### src/rtl/abr_ahb_cmd_loader.sv
// abr_ahb_cmd_loader: single-master AHB-lite sequencer. Streams N words from a
// valid/ready source to base+4*idx, writes a command to CTRL_ADDR, then
// optionally polls STATUS_ADDR until STATUS_VALID_BIT is set.
// Latency: 3 cycles per data word plus 3 for the command; each poll adds 2;
// every hreadyout_i=0 cycle adds one. Backpressure: src_ready_o is raised only
// in FETCH; all bus outputs are held stable while the slave stalls.
// Ports: clk/rst (sync, active high); start_i/cmd_i/base_addr_i/word_cnt_i/
// poll_en_i sequence request; src_* data stream; h* AHB master signals;
// busy_o/done_o/err_o/status_o sequence status.
module abr_ahb_cmd_loader #(
    parameter int unsigned AHB_ADDR_WIDTH   = 32,
    parameter int unsigned AHB_DATA_WIDTH   = 64,
    parameter logic [31:0] CTRL_ADDR        = 32'h10,
    parameter logic [31:0] STATUS_ADDR      = 32'h14,
    parameter int unsigned STATUS_VALID_BIT = 1,
    parameter int unsigned CNT_W            = 12,
    parameter int unsigned POLL_LIMIT       = 1024
) (
    input  logic                      clk,
    input  logic                      rst,
    input  logic                      start_i,
    input  logic [31:0]               cmd_i,
    input  logic [AHB_ADDR_WIDTH-1:0] base_addr_i,
    input  logic [CNT_W-1:0]          word_cnt_i,
    input  logic                      poll_en_i,
    input  logic [31:0]               src_data_i,
    input  logic                      src_valid_i,
    output logic                      src_ready_o,
    output logic [AHB_ADDR_WIDTH-1:0] haddr_o,
    output logic [AHB_DATA_WIDTH-1:0] hwdata_o,
    output logic                      hsel_o,
    output logic                      hwrite_o,
    output logic [1:0]                htrans_o,
    output logic [2:0]                hsize_o,
    input  logic                      hreadyout_i,
    input  logic                      hresp_i,
    input  logic [AHB_DATA_WIDTH-1:0] hrdata_i,
    output logic                      busy_o,
    output logic                      done_o,
    output logic                      err_o,
    output logic [31:0]               status_o
);
    localparam int unsigned PCW = $clog2(POLL_LIMIT + 1);

    typedef enum logic [3:0] {
        S_IDLE, S_FETCH, S_WR_ADDR, S_WR_DATA, S_CMD_ADDR,
        S_CMD_DATA, S_POLL_ADDR, S_POLL_DATA, S_DONE, S_ERR
    } state_t;

    state_t                    r_state, w_next;
    logic [31:0]               r_cmd, r_hold, r_status;
    logic [AHB_ADDR_WIDTH-1:0] r_base;
    logic [CNT_W-1:0]          r_cnt, r_idx;
    logic                      r_poll_en;
    logic [PCW-1:0]            r_poll_cnt;

    logic [AHB_ADDR_WIDTH-1:0] w_wr_addr, w_addr;
    logic [31:0]               w_word, w_rd_lane;
    logic                      w_dp_ok, w_idx_last, w_poll_last, w_stat_vld;

    // Address arithmetic wraps modulo 2^AHB_ADDR_WIDTH.
    assign w_wr_addr   = r_base + AHB_ADDR_WIDTH'({r_idx, 2'b00});
    assign w_rd_lane   = STATUS_ADDR[2] ? hrdata_i[63:32] : hrdata_i[31:0];
    assign w_stat_vld  = w_rd_lane[STATUS_VALID_BIT];
    assign w_dp_ok     = hreadyout_i & ~hresp_i;
    assign w_idx_last  = ((r_idx + CNT_W'(1)) == r_cnt);
    assign w_poll_last = (r_poll_cnt == PCW'(POLL_LIMIT - 1));

    always_ff @(posedge clk) begin
        if (rst) begin
            r_state    <= S_IDLE;
            r_cmd      <= '0;
            r_hold     <= '0;
            r_status   <= '0;
            r_base     <= '0;
            r_cnt      <= '0;
            r_idx      <= '0;
            r_poll_en  <= 1'b0;
            r_poll_cnt <= '0;
        end else begin
            r_state <= w_next;
            case (r_state)
                S_IDLE: begin
                    if (start_i) begin
                        r_cmd      <= cmd_i;
                        r_base     <= base_addr_i & ~AHB_ADDR_WIDTH'(3);
                        r_cnt      <= word_cnt_i;
                        r_poll_en  <= poll_en_i;
                        r_idx      <= '0;
                        r_poll_cnt <= '0;
                    end
                end
                S_FETCH: begin
                    if (src_valid_i) r_hold <= src_data_i;
                end
                S_WR_DATA: begin
                    if (w_dp_ok) r_idx <= r_idx + CNT_W'(1);
                end
                S_POLL_DATA: begin
                    if (w_dp_ok) begin
                        r_status <= w_rd_lane;
                        if (!w_stat_vld) r_poll_cnt <= r_poll_cnt + PCW'(1);
                    end
                end
                default: ;
            endcase
        end
    end

    // Outputs are decoded from the state so that a stalled phase keeps every
    // bus signal stable and reset puts the bus straight back to IDLE.
    always_comb begin
        w_next      = r_state;
        w_addr      = '0;
        w_word      = '0;
        src_ready_o = 1'b0;
        hsel_o      = 1'b0;
        htrans_o    = 2'b00;
        hwrite_o    = 1'b0;
        busy_o      = 1'b1;
        done_o      = 1'b0;
        err_o       = 1'b0;
        case (r_state)
            S_IDLE: begin
                busy_o = 1'b0;
                if (start_i) w_next = (word_cnt_i != '0) ? S_FETCH : S_CMD_ADDR;
            end
            S_FETCH: begin
                src_ready_o = 1'b1;
                if (src_valid_i) w_next = S_WR_ADDR;
            end
            S_WR_ADDR: begin
                hsel_o   = 1'b1;
                htrans_o = 2'b10;
                hwrite_o = 1'b1;
                w_addr   = w_wr_addr;
                if (hreadyout_i) w_next = S_WR_DATA;
            end
            S_WR_DATA: begin
                hsel_o = 1'b1;
                w_addr = w_wr_addr;
                w_word = r_hold;
                if (hresp_i)          w_next = S_ERR;
                else if (hreadyout_i) w_next = w_idx_last ? S_CMD_ADDR : S_FETCH;
            end
            S_CMD_ADDR: begin
                hsel_o   = 1'b1;
                htrans_o = 2'b10;
                hwrite_o = 1'b1;
                w_addr   = AHB_ADDR_WIDTH'(CTRL_ADDR);
                if (hreadyout_i) w_next = S_CMD_DATA;
            end
            S_CMD_DATA: begin
                hsel_o = 1'b1;
                w_addr = AHB_ADDR_WIDTH'(CTRL_ADDR);
                w_word = r_cmd;
                if (hresp_i)          w_next = S_ERR;
                else if (hreadyout_i) w_next = r_poll_en ? S_POLL_ADDR : S_DONE;
            end
            S_POLL_ADDR: begin
                hsel_o   = 1'b1;
                htrans_o = 2'b10;
                w_addr   = AHB_ADDR_WIDTH'(STATUS_ADDR);
                if (hreadyout_i) w_next = S_POLL_DATA;
            end
            S_POLL_DATA: begin
                hsel_o = 1'b1;
                w_addr = AHB_ADDR_WIDTH'(STATUS_ADDR);
                if (hresp_i)          w_next = S_ERR;
                else if (hreadyout_i) begin
                    if (w_stat_vld)       w_next = S_DONE;
                    else if (w_poll_last) w_next = S_ERR;
                    else                  w_next = S_POLL_ADDR;
                end
            end
            S_DONE: begin
                busy_o = 1'b0;
                done_o = 1'b1;
                w_next = S_IDLE;
            end
            S_ERR: begin
                busy_o = 1'b0;
                err_o  = 1'b1;
                w_next = S_IDLE;
            end
            default: begin
                busy_o = 1'b0;
                w_next = S_IDLE;
            end
        endcase
    end

    assign haddr_o  = w_addr;
    assign hsize_o  = 3'b010;
    assign status_o = r_status;
    // 32-bit write data rides on the lane picked by address bit 2.
    assign hwdata_o = w_addr[2] ? AHB_DATA_WIDTH'({w_word, 32'h0})
                                : AHB_DATA_WIDTH'(w_word);
endmodule
### config.mk
export PLATFORM = sky130hd
export DESIGN_NAME = abr_ahb_cmd_loader
export DESIGN_NICKNAME = d
export VERILOG_FILES = /design/src/rtl/abr_ahb_cmd_loader.sv
export SDC_FILE = /design/constraint.sdc
export NUM_CORES = 1
export LEC_CHECK = 0
export ABC_AREA = 1
export CAP_MARGIN = 40
export CORE_MARGIN = 10
export CORE_UTILIZATION = 41
export CTS_BUF_LIST = sky130_fd_sc_hd__clkbuf_4 sky130_fd_sc_hd__clkbuf_8 sky130_fd_sc_hd__clkbuf_16
export CTS_CLUSTER_SIZE = 25
export DETAILED_ROUTE_END_ITERATION = 8
export GPL_ROUTABILITY_DRIVEN = 0
export GPL_TIMING_DRIVEN = 0
export PLACE_DENSITY = 0.83
export RECOVER_POWER = 50
export SETUP_SLACK_MARGIN = 0.5
export SLEW_MARGIN = 10
export SYNTH_ARGS = -nofsm -noshare
export SYNTH_HDL_FRONTEND = slang
export SYNTH_SLANG_ARGS = --single-unit
### constraint.sdc
create_clock -name clk -period 2.6 [get_ports clk]
set_input_delay 0.39 -clock clk [delete_from_list [all_inputs] [get_ports clk]]
set_output_delay 0.39 -clock clk [all_outputs]
set_load 0.01 [all_outputs]
==> results <==
registers in the layout, indices dropped and copies added (netlist names):
signal / count
r_idx: 12
r_cnt: 12
r_poll_cnt: 11
r_hold: 32
status_o: 32
r_base: 30
r_state: 4
r_poll_en: 1
r_cmd: 32
per-stage QoR:
step                utilization (%)  total power, mW  setup slack (ns)  setup TNS, ns  cell area [µm²]
floorplan                         -             4.61             0.300              0             8550
global placement               57.6             5.51            -0.438         -17.35            11600
detailed placement             57.6             5.58            -0.477         -18.63            11600
CTS                            66.3             8.46            -0.400          -3.93            13400
global route                   68.6             9.21            -0.607         -21.59            13900
finish                         68.6             8.79            -0.518         -10.29            13900
power by group through the flow:
stage / Combinational [mW] / Clock (mW) / Sequential (mW)
2_1_floorplan: 1.45 / 0 / 3.16
3_3_place_gp: 2.33 / 0 / 3.18
3_5_place_dp: 2.38 / 0 / 3.20
4_1_cts: 2.75 / 2.55 / 3.16
5_1_grt: 3.34 / 2.66 / 3.21
6_report: 3.08 / 2.53 / 3.18
worst max-delay path, stage by stage, from the launching register on:
cell and delay, ns:
dfxtp_2 0.37, ha_4 0.32, nand2_1 0.13, nor2_2 0.15, nand4_1 0.17, o211ai_4 0.31, nand3_4 0.15, nor2_4 0.16
buf_6 0.13, nand2_4 0.05, o21ai_2 0.15, a21oi_2 0.05, buf_2 0.14
layout make-up:
class / instances / area [µm²]
multi-input combinational: 850 / 5230
timing repair inverter: 1 / 6.26
clock buffer: 17 / 425
clock inverter: 15 / 159
inverter: 183 / 704
tap: 270 / 338
timing repair buffer: 363 / 3160
buffer: 70 / 485
sequential: 166 / 3370
fill: 1555 / 6360
cell families (layout without fill, tap and decap cells):
kind of cell	after synthesis	after routing	synth area share [%]
AOI/OAI and AO/OA	362	362	22.7
xor gates and xnor gates	5	5	0.519
adders and majority gates	15	15	2.31
buffers and inverters	253	649	11.7
DFF	166	166	39.4
other	2	6	0.0890
and+or+nand+nor	461	462	23.3
routing by layer:
layer / wire length, µm / global-route usage [%] / part of all wire [%] / up-vias
met5: 0 / 0 / 0 / -
met4: 1440 / 10.4 / 4.0 / 0
met3: 3810 / 9.44 / 11 / 118
met2: 17600 / 42.8 / 49 / 609
met1: 13200 / 27.2 / 37 / 4817
li1: - / - / - / 4906
placed cells by master (no fill, tap or decap), types with 32 or more instances in the layout:
cell type | Yosys | final
nor2_1 | 188 | 153
nand2_1 | 164 | 151
dfxtp_1 | 166 | 145
clkdlybuf4s50_1 | 0 | 143
a21oi_1 | 156 | 141
inv_1 | 180 | 137
o21ai_0 | 149 | 129
buf_2 | 12 | 99
buf_4 | 6 | 58
nand3_1 | 60 | 57
inv_2 | 3 | 40
clkbuf_1 | 46 | 36
dlygate4sd3_1 | 0 | 32
how the worst max path moves through the flow:
| stage | end | cells past startpoint | startpoint |
|---|---|---|---|
| after global placement | haddr_o[26] | 12 | r_idx[1] |
| after floorplan | haddr_o[26] | 12 | r_idx[0] |
| after detailed placement | haddr_o[26] | 12 | r_idx[1] |
| after CTS | haddr_o[28] | 15 | r_base[2] |
| final | haddr_o[30] | 12 | r_idx[9] |
| after global routing | haddr_o[30] | 12 | r_idx[9] |
repair_timing:
item,in CTS,in global routing
setup endpoints to repair,104,222
setup buffers,62,19
hold buffers,0,0
pin swaps,36,50
cloned,8,0
resized for setup,644,159
==> flow_summary_export.csv <==
group,metric,value,unit
placement,hpwl,23.4,mm
synth,yosys_warnings,0,
synth,syn_area,8440,µm²
flow_run,cap_violations,0,
route,wl,36.0,mm
route,ant_nets,0,
power,internal-power,5.38,mW
cells_and_area,syn_to_final_growth,64.4,%
setup_path,rr_endpoint,"r_poll_cnt[3]",
setup_path,r2r_cells,14,
synth,synth.area.top_cells,"dfxtp_1 (39%), a21oi_1 (9.3%), o21ai_0 (8.8%)",
sta,slew_violations,0,
sta,clock_skew,0.0144,ns
worst_hold_path,hold_path_end,"r_base[2]",
sta,rsz0062_at_grt,"yes",
cts,clk_latency,0.44,ns
sta,max_slew_margin,54.3,%
synth,synth_flop_cell,"dfxtp_1",
global_routing,grt_usage,25.0,%
power,power.share.switching,38.8,%
floorplanning,die_x,163,µm
placement,placed_cells,1814,
cts,clock-sinks,166,
power,seq_power_share,36.2,%
synth,synth_edf_count,0,
setup_path,worstPathRequired,2.21,ns
power,pwr-share-clk,28.8,%
synth,synth-seq-cells,166,
cts,root_buffer,"clkbuf_16",
synth,synth_most_common_cell,"nor2_1",
synth,syn_inst,1264,
synth,synth.avg_cell_area,6.68,µm²
synth,synth_cell_types,45,
sta,tightest_slew,0.685,ns
global_routing,antenna_found_initial,1,
power,power.density,634,nW/µm²
floorplanning,core_area,20200,µm²
setup_path,cp-end-kind,"output port",
worst_hold_path,hold_path_class,"input port to register",
route,drt_pass1_iterations,6,
route,drc,0,
global_routing,grt_pass1_vias,10300,
sta,worst_hold_slack,0.429,ns
synth,ys_seq_area_share,39.4,%
floorplanning,die_y,163,µm
global_routing,grt_max_degree,19,
sta,setup_ws,-0.518,ns
outcome,violations,"negative setup slack",
cts,cts_made_buffers,17,
power,combPwrFrac,35.0,%
cts,cts_buffer_depth,2,
cells_and_area,num_antenna_cells,0,
worst_hold_path,worstHoldPathCells,2,
route,routed_via_density,5.40,
power,p_sw,3.41,mW
cts,clk_transition_reported_paths,0.07,ns
setup_path,cp_max_fo,6,
setup_path,regToRegSetupSlack,0.09,ns
cts,cts_tree,"built",
setup_path,critPathLaunchType,"register",
setup_path,crit_type,"register to output port",
sta,fmax,321,MHz
synth,synth_top_area_share,39.4,%
floorplanning,rows,52,
setup_path,arrival,2.73,ns
floorplanning,dieArea,26700,µm²
floorplanning,start_util,41.7,%
floorplanning,io-pin-count,318,
sta,hold_viol,0,
synth,synthArstFlopShare,0,%
outcome,outcome,"finished with violations",
sta,setup-violations-final,71,
synth,yosysTopAreaCell,"dfxtp_1",
global_routing,grt_overflow_total,0,
cells_and_area,nNetsFinal,1846,
placement,portBuffers,276,
synth,yosys-top-cells-count,"nor2_1 (188), inv_1 (180), dfxtp_1 (166)",
worst_hold_path,hp-start,"rst",
route,initialDrtViolationCount,947,
sta,finalCritPeriodShare,120,%
cells_and_area,instances_no_fill,1935,
power,max-vdd-ir-drop,0.502,mV
route,dr_total_vias,10500,
setup_path,r2r-start,"r_state[2]",
power,cellLeakagePower,5.68,nW
sta,min_period,3.12,ns
route,wl_per_cell,18.6,µm
cts,h-tree-depth,4,
cells_and_area,drive_above_1_share,28.8,%
global_routing,grt_pass1_wl,53.9,mm
Note: power is estimated with default switching activity, not from simulation.
